==> src/rtl/mips_loader_pkg.sv <==
// Shared types and defaults for the MIPS program loader.
package mips_loader_pkg;

  localparam logic [7:0]  SYNC_BYTE_DEF = 8'hA5;
  localparam int unsigned MAX_WORDS_DEF = 1024;

  typedef enum logic [2:0] {
    S_IDLE,
    S_LEN_HI,
    S_LEN_LO,
    S_DATA,
    S_CHK,
    S_DONE,
    S_ERR
  } state_e;

endpackage

==> src/rtl/byte_word_packer.sv <==
// Packs a byte stream MSB-first into 32-bit words; the word and its strobe
// are registered so they can drive the memory write port directly.
module byte_word_packer (
  input  logic        clk_i,
  input  logic        rst_i,
  input  logic        clr_i,
  input  logic        byte_valid_i,
  input  logic [7:0]  byte_i,
  output logic        last_byte_o,
  output logic        word_valid_o,
  output logic [31:0] word_o
);

  logic [1:0]  idx_q;
  logic [31:0] sh_q;
  logic        wv_q;

  // Byte index, shift register and one-cycle word strobe.
  always_ff @(posedge clk_i or posedge rst_i) begin
    if (rst_i) begin
      idx_q <= '0;
      sh_q  <= '0;
      wv_q  <= 1'b0;
    end else if (clr_i) begin
      idx_q <= '0;
      sh_q  <= '0;
      wv_q  <= 1'b0;
    end else begin
      wv_q <= byte_valid_i && (idx_q == 2'd3);
      if (byte_valid_i) begin
        idx_q <= idx_q + 2'd1;
        sh_q  <= {sh_q[23:0], byte_i};
      end
    end
  end

  // Next accepted byte completes a word.
  always_comb begin
    last_byte_o = (idx_q == 2'd3);
  end

  assign word_valid_o = wv_q;
  assign word_o       = sh_q;

endmodule

==> src/rtl/mips_program_loader.sv <==
// Framed byte-stream boot loader: SYNC, LEN_HI, LEN_LO, 4N payload bytes, CHK.
// Writes big-endian words to sequential addresses and releases the core only
// after a frame whose XOR checksum matches.
module mips_program_loader
  import mips_loader_pkg::*;
#(
  parameter int unsigned ADDR_W    = 10,
  parameter int unsigned MAX_WORDS = MAX_WORDS_DEF,
  parameter logic [7:0]  SYNC_BYTE = SYNC_BYTE_DEF
) (
  input  logic              clk1,
  input  logic              reset,
  input  logic              in_valid,
  input  logic [7:0]        in_data,
  output logic              in_ready,
  output logic              mem_we,
  output logic [ADDR_W-1:0] mem_addr,
  output logic [31:0]       mem_wdata,
  output logic              cpu_hold,
  output logic              done,
  output logic              err,
  output logic [10:0]       word_cnt
);

  localparam logic [16:0] MAX_LEN = 17'(MAX_WORDS);

  state_e              state_q, state_d;
  logic [7:0]          len_hi_q, len_hi_d;
  logic [15:0]         n_q, n_d;
  logic [ADDR_W-1:0]   addr_q, addr_d;
  logic [ADDR_W-1:0]   mem_addr_q, mem_addr_d;
  logic [7:0]          chk_q, chk_d;
  logic [10:0]         wcnt_q, wcnt_d;
  logic                hold_q, hold_d;
  logic                done_q, done_d;
  logic                err_q, err_d;
  logic                rdy_q;

  logic                xfer;
  logic [15:0]         len_rx;
  logic                len_bad;
  logic                pk_clr;
  logic                pk_valid;
  logic                pk_last;

  assign xfer    = in_valid && rdy_q;
  assign len_rx  = {len_hi_q, in_data};
  assign len_bad = (len_rx == '0) || ({1'b0, len_rx} > MAX_LEN);

  byte_word_packer u_packer (
    .clk_i        (clk1),
    .rst_i        (reset),
    .clr_i        (pk_clr),
    .byte_valid_i (pk_valid),
    .byte_i       (in_data),
    .last_byte_o  (pk_last),
    .word_valid_o (mem_we),
    .word_o       (mem_wdata)
  );

  // State, length, checksum, address and status registers.
  always_ff @(posedge clk1 or posedge reset) begin
    if (reset) begin
      state_q    <= S_IDLE;
      len_hi_q   <= '0;
      n_q        <= '0;
      addr_q     <= '0;
      mem_addr_q <= '0;
      chk_q      <= '0;
      wcnt_q     <= '0;
      hold_q     <= 1'b1;
      done_q     <= 1'b0;
      err_q      <= 1'b0;
      rdy_q      <= 1'b0;
    end else begin
      state_q    <= state_d;
      len_hi_q   <= len_hi_d;
      n_q        <= n_d;
      addr_q     <= addr_d;
      mem_addr_q <= mem_addr_d;
      chk_q      <= chk_d;
      wcnt_q     <= wcnt_d;
      hold_q     <= hold_d;
      done_q     <= done_d;
      err_q      <= err_d;
      rdy_q      <= 1'b1;
    end
  end

  // Frame parser: next state, datapath updates and packer control.
  always_comb begin
    state_d    = state_q;
    len_hi_d   = len_hi_q;
    n_d        = n_q;
    addr_d     = addr_q;
    mem_addr_d = mem_addr_q;
    chk_d      = chk_q;
    wcnt_d     = wcnt_q;
    hold_d     = hold_q;
    done_d     = done_q;
    err_d      = err_q;
    pk_clr     = 1'b0;
    pk_valid   = 1'b0;

    case (state_q)
      S_IDLE: begin
        if (xfer && (in_data == SYNC_BYTE)) state_d = S_LEN_HI;
      end
      S_LEN_HI: begin
        if (xfer) begin
          len_hi_d = in_data;
          state_d  = S_LEN_LO;
        end
      end
      S_LEN_LO: begin
        if (xfer) begin
          if (len_bad) begin
            err_d   = 1'b1;
            state_d = S_ERR;
          end else begin
            n_d     = len_rx;
            addr_d  = '0;
            chk_d   = '0;
            wcnt_d  = '0;
            pk_clr  = 1'b1;
            state_d = S_DATA;
          end
        end
      end
      S_DATA: begin
        if (xfer) begin
          pk_valid = 1'b1;
          chk_d    = chk_q ^ in_data;
          if (pk_last) begin
            mem_addr_d = addr_q;
            addr_d     = addr_q + ADDR_W'(1);
            wcnt_d     = wcnt_q + 11'd1;
            if (({5'b0, wcnt_q} + 16'd1) == n_q) state_d = S_CHK;
          end
        end
      end
      S_CHK: begin
        if (xfer) begin
          if (in_data == chk_q) begin
            done_d  = 1'b1;
            hold_d  = 1'b0;
            state_d = S_DONE;
          end else begin
            err_d   = 1'b1;
            state_d = S_ERR;
          end
        end
      end
      S_DONE, S_ERR: begin
        if (xfer && (in_data == SYNC_BYTE)) begin
          done_d  = 1'b0;
          err_d   = 1'b0;
          hold_d  = 1'b1;
          state_d = S_LEN_HI;
        end
      end
      default: state_d = S_IDLE;
    endcase
  end

  assign in_ready = rdy_q;
  assign mem_addr = mem_addr_q;
  assign cpu_hold = hold_q;
  assign done     = done_q;
  assign err      = err_q;
  assign word_cnt = wcnt_q;

endmodule

==> config.mk <==
export PLATFORM = sky130hd
export DESIGN_NAME = mips_program_loader
export DESIGN_NICKNAME = d
export VERILOG_FILES = /design/src/rtl/mips_loader_pkg.sv /design/src/rtl/byte_word_packer.sv /design/src/rtl/mips_program_loader.sv
export SDC_FILE = /design/constraint.sdc
export NUM_CORES = 1
export LEC_CHECK = 0
export ABC_AREA = 1
export CORE_UTILIZATION = 59
export CTS_CLUSTER_DIAMETER = 30
export CTS_CLUSTER_SIZE = 25
export DETAILED_ROUTE_END_ITERATION = 8
export GPL_TIMING_DRIVEN = 0
export MAX_ROUTING_LAYER = met4
export PLACE_DENSITY = 0.85
export SLEW_MARGIN = 20
export SYNTH_ARGS = -nofsm -noshare
export SYNTH_HDL_FRONTEND = slang
export SYNTH_SLANG_ARGS = --single-unit
==> constraint.sdc <==
create_clock -name clk1 -period 8.4 [get_ports clk1]
set_input_delay 1.26 -clock clk1 [delete_from_list [all_inputs] [get_ports clk1]]
set_output_delay 1.26 -clock clk1 [all_outputs]
set_load 0.1 [all_outputs]
* Yosys cells after proc, flatten, opt, wreduce, memory -nomap -nowiden
Cells that the tools add are included.
** Storage, ports and cells
- Register bits after elaboration :: 105
- Input bits :: 11
- Output and inout bits :: 58
- Word-level logic and storage cells :: 110
** Operators by class
- Add/subtract/negate cells :: 4
- Magnitude comparators :: 1
- Equality and inequality tests :: 22
- Mux-type cells :: 47
- Bitwise operators :: 2
- Reductions and logical operators :: 20
** Operators by type and width (number)
- two-way mux 32 bit :: 2
- two-way mux 11 bit :: 4
- two-way mux 10 bit :: 4
- two-way mux 3 bit :: 8
- two-way mux 8 bit :: 3
- inequality test 2 bit, second input constant :: 11
- case mux 11 bit (2 select lines) :: 1
- case mux 10 bit (2 select lines) :: 1
- equality test 12 x 16 -> 1 bit :: 1
- greater-than comparator 16 x 11 -> 1 bit, second input constant :: 1
- zero test 16 bit :: 1
- two-way mux 1 bit :: 16
- case mux 8 bit (2 select lines) :: 1
- case mux 3 bit (5 select lines) :: 1
- adder 11 x 1 -> 12 bit, second input constant :: 1
- adder 11 x 1 -> 11 bit, second input constant :: 1
- adder 10 x 1 -> 10 bit, second input constant :: 1
- equality test 3 bit, second input constant :: 3
- equality test 8 bit :: 1
- equality test 8 bit, second input constant :: 1
- AND reduction 4 bit :: 2
- bitwise XOR 8 bit :: 1
- AND reduction 7 bit :: 1
- equality test 3 x 2 -> 1 bit, second input constant :: 2
- other kinds (19) :: 27

* Logic depth before layout (Yosys ltp)
- Word-level depth :: 6
- Mapped depth :: 15
- Gate-level depth less buffers :: 15

* Cells and area by module
Synthesis repeated with hierarchy kept, for this count alone.
** Unflattened totals
- Cell total of the unflattened synthesis :: 621
- Area, all modules :: 5063.6 um2
** By module, submodules not included
- mips_program_loader :: times used 1, cells an instance 467, area an instance 3648.5 um2, sequential area each 1752.9 um2
- byte_word_packer :: times used 1, cells an instance 154, area an instance 1415.1 um2, sequential area each 875.8 um2

* Worst setup path before layout
Ideal clock, no wire load.
- Path type :: flip-flop to flip-flop
- Start :: register wcnt_q[0] (netlist: word_cnt[0])
- End :: register state_q[2]
- Setup time :: 117 ps
- Data arrival time :: 2382 ps
- Required time :: 8283 ps
- Path slack :: 5901 ps
- Cell stages (with the launch flop) :: 15
- Buffers on the path :: 0
- Period minus slack after synthesis :: 2499 ps
- Path through :: dfrtp_1 ha_1 nand3_1 nor2_1 nand3_1 nand2_1 nand2_1 nand2_1 nand2_1 nor2_1 nand2_1 nand2_2 nand2_2 nand2_1 nand2_1
** On the way
- Longest elaborated chain between the ends :: 4
** Ends and longest elaborated chain
- start, declared :: line mips_program_loader.sv:33 : logic [10:0] wcnt_q, wcnt_d;
- start signal, assigned :: line mips_program_loader.sv:82 : wcnt_q <= wcnt_d;
- adder 11 x 1 -> 12 bit :: line mips_program_loader.sv:138 : if (({5'b0, wcnt_q} + 16'd1) == n_q) state_d = S_CHK;
- equality test 12 x 16 -> 1 bit :: line mips_program_loader.sv:138
- inequality test 2 bit (no source line)
- AND reduction 7 bit (no source line)
- end signal, assigned :: line mips_program_loader.sv:76 : state_q <= state_d;
- end, declared :: line mips_program_loader.sv:27 : state_e state_q, state_d;
Every way passes these cells.
A chain may end at the register's enable or synchronous reset.

* Final worst setup path
- Start :: register wcnt_q[0] (netlist: word_cnt[0])
- End :: output port word_cnt[0]
** RTL lines
- end, declared :: line mips_program_loader.sv:22 : output logic [10:0] word_cnt
No word-level cell between the ends.

==> impl_metrics.tcl <==
set metrics [dict create \
    run_status "finished clean" \
    peakVddDrop_mv 0.416 \
    yosys-top-cells-area "dfrtp_1 (51%), nand2_1 (15%), o21ai_1 (4.1%)" \
    synth.distinct_cells 38 \
    cp-end-kind "output pin" \
    critPathRequiredTime_ns 7.14 \
    min_period_ns 3.34 \
    max_freq_ghz 0.300 \
    grt_max_degree 61 \
    dp_hpwl_um 8720 \
    clockPowerShare 0.126 \
    fin_setup_tns_ns 0 \
    fp.coreArea_sq_um 8260 \
    drtIter0Drc 270 \
    port_buffers 68 \
    area_growth_pct 20.3 \
    grt_pass1_vias 4360 \
    p_int_mw 1.10 \
    die_w_um 94.7 \
    synth_most_common_cell "nand2_1" \
    fp.dieArea_sq_um 8960 \
    async_flop_share 1.00 \
    path_cells "clkdlybuf4s50_1" \
    syn_inst 620 \
    clkLatencyLatePin_ns 0.38 \
    path_delay_family "buffers and inverters" \
    via_per_inst 5.50 \
    initial_utilization 0.613 \
    fin_crit_sh 0.397 \
    slew_headroom 0.333 \
    grt_pass1_wl_um 20200 \
    syn_nets 634 \
    synth_commonest_cells "nand2_1 (205), dfrtp_1 (104), inv_1 (49)" \
    crit_type "reg2out" \
    yosysTopAreaCell "dfrtp_1" \
    drv_cap 0 \
    combPwrFrac 0.523 \
    synth-edff-count 0 \
    cts.path.max_buffers 2 \
    overflow 0 \
    r2r_setup_slack_ns 6.27 \
    nFillCells 624 \
    clkSinkCount 105 \
    critPathMaxStageDelay_ns 1.19 \
    postCtsSetupRepairBufs 0 \
    fin_total_pwr_mw 2.35 \
    seq_power_share 0.351 \
    cts_resized 0 \
    rsz0062_at_grt "no" \
    netlist_area_sq_um 5070 \
    met1_usage 0.378 \
    setup_violations 0 \
    dr.pass1.iters 5 \
    antenna_found_initial 0 \
    switching_share 0.531 \
    rows 33 \
    cellPowerDensity_nw_per_um2 385 \
    worst_slew_pin_slew_ns 0.997 \
    switchingPower_mw 1.25 \
    antenna_cells 0 \
    slowest_stage "clkdlybuf4s50_1" \
    path_clk_slew_ns 0.10 \
    ios 69 \
    cp_max_fo 7 \
    seq_area_frac_synth 0.519 \
    start_kind "register" \
    clockRootBuffer "clkbuf_8" \
    p_leak_nw 3.02 \
    grt.total_usage 0.299 \
    postSynthAreaPerCell_sq_um 8.17 \
    wire_per_inst_um 14.6 \
    ant_nets 0 \
    finalMaxSlewViolations 0 \
    nets 714 \
    vias 4458 \
    hold_viol_final 0 \
    synth_flop_cell "dfrtp_1" \
    r2r_start "word_cnt[0]" \
    min_from "mem_addr[1]" \
    synth-seq-cells 105 \
    synth_top_area_frac 0.514 \
    hp-class "reg2reg" \
    dieHeight_um 94.7 \
    skew_ns 0.0140 \
    remaining_drc_errors 0 \
    ctsHtreeMaxLevel 3 \
    gp_congestion 0.929 \
    arrival_ns 2.08 \
    hold_buffers 0 \
    cts_tree "yes" \
    drive_above_1_share 0.0837 \
    use_met2 0.483 \
    grt_busiest_layer "met2" \
    startpoint "word_cnt[0]" \
    crit_buf_inv 1 \
    wirelength_um 11800 \
    grtUsageMet3 0.0467 \
    synth_warnings 0 \
    cts_made_buffers 9 \
]
[flip-flops by register name, indices dropped and copies added (netlist names), 3 cells and up]
signal / cells
u_packer.word_o: 32
n_q: 16
word_cnt: 11
addr_q: 10
mem_addr: 10
chk_q: 8
len_hi_q: 8
state_q: 3
[layout make-up]
class / count / area (sq um) / area share
timing repair buffer: 69 / 708 / 0.116
clock buffer: 11 / 131 / 0.0216
inverter: 60 / 238 / 0.0390
tap: 105 / 131 / 0.0216
multi-input combinational: 435 / 2080 / 0.342
buffer: 20 / 124 / 0.0203
clock inverter: 5 / 50.0 / 0.00822
sequential: 105 / 2630 / 0.432
[final timing paths]
path,to,cells after the start
max reg2reg,state_q[0],14
min in group asynchronous,n_q[14],2
max in group asynchronous,u_packer.word_o[31],3
min reg2reg,mem_addr[1],2
min,mem_addr[1],2
max,word_cnt[0],1
[cell families (layout without fill, tap and decap cells)]
group | after synthesis | in the layout | share of synthesized area
compound gates | 97 | 97 | 0.101
xor+xnor | 16 | 16 | 0.0277
fa+ha+maj | 3 | 3 | 0.00741
buf+inv | 80 | 165 | 0.0704
flops | 105 | 105 | 0.519
other cells | 1 | 1 | 0.000740
simple gates | 318 | 318 | 0.274
[layout by cell type (no fill, tap or decap), types with 2 or more instances in the layout]
master	instances
a21oi_1	7
a31oi_1	2
buf_1	4
buf_2	9
buf_6	5
clkbuf_1	4
clkbuf_8	9
clkdlybuf4s50_1	68
dfrtp_1	104
ha_1	3
inv_1	48
inv_2	8
inv_4	3
inv_6	3
nand2_1	205
nand2_2	7
nand3_1	38
nand3b_1	3
nand4_1	10
nor2_1	39
nor2_4	2
nor3_1	5
nor4_1	3
o21ai_0	37
o21ai_1	42
o22ai_1	4
xor2_1	15
[layer usage]
layer	part of all wire	routed length, um	vias to the layer above
met3	0.051	598	25
met4	0.023	278	0
met5	0	0	-
li1	-	-	2157
met2	0.49	5850	152
met1	0.43	5100	2124
[power groups by stage]
stage | sequential, mW | combinational (mW) | clock (mW)
2_1_floorplan | 1.30 | 0.453 | 0
3_3_place_gp | 0.816 | 1.19 | 0
3_5_place_dp | 0.827 | 1.22 | 0
4_1_cts | 0.819 | 1.23 | 0.298
5_1_grt | 0.843 | 1.32 | 0.316
6_report | 0.822 | 1.23 | 0.295
[through the flow]
step	instances	hold WS, ns	utilization	cell area [sq um]	worst slack [ns]
floorplan	620	0.437	-	5070	4.38
global placement	793	0.449	0.712	5880	2.93
detailed placement	794	0.454	0.716	5910	5.13
CTS	810	0.481	0.738	6090	5.05
global route	810	0.501	0.738	6090	5.02
finish	810	0.475	0.738	6090	5.06
Power figures use the tool's default switching activity.
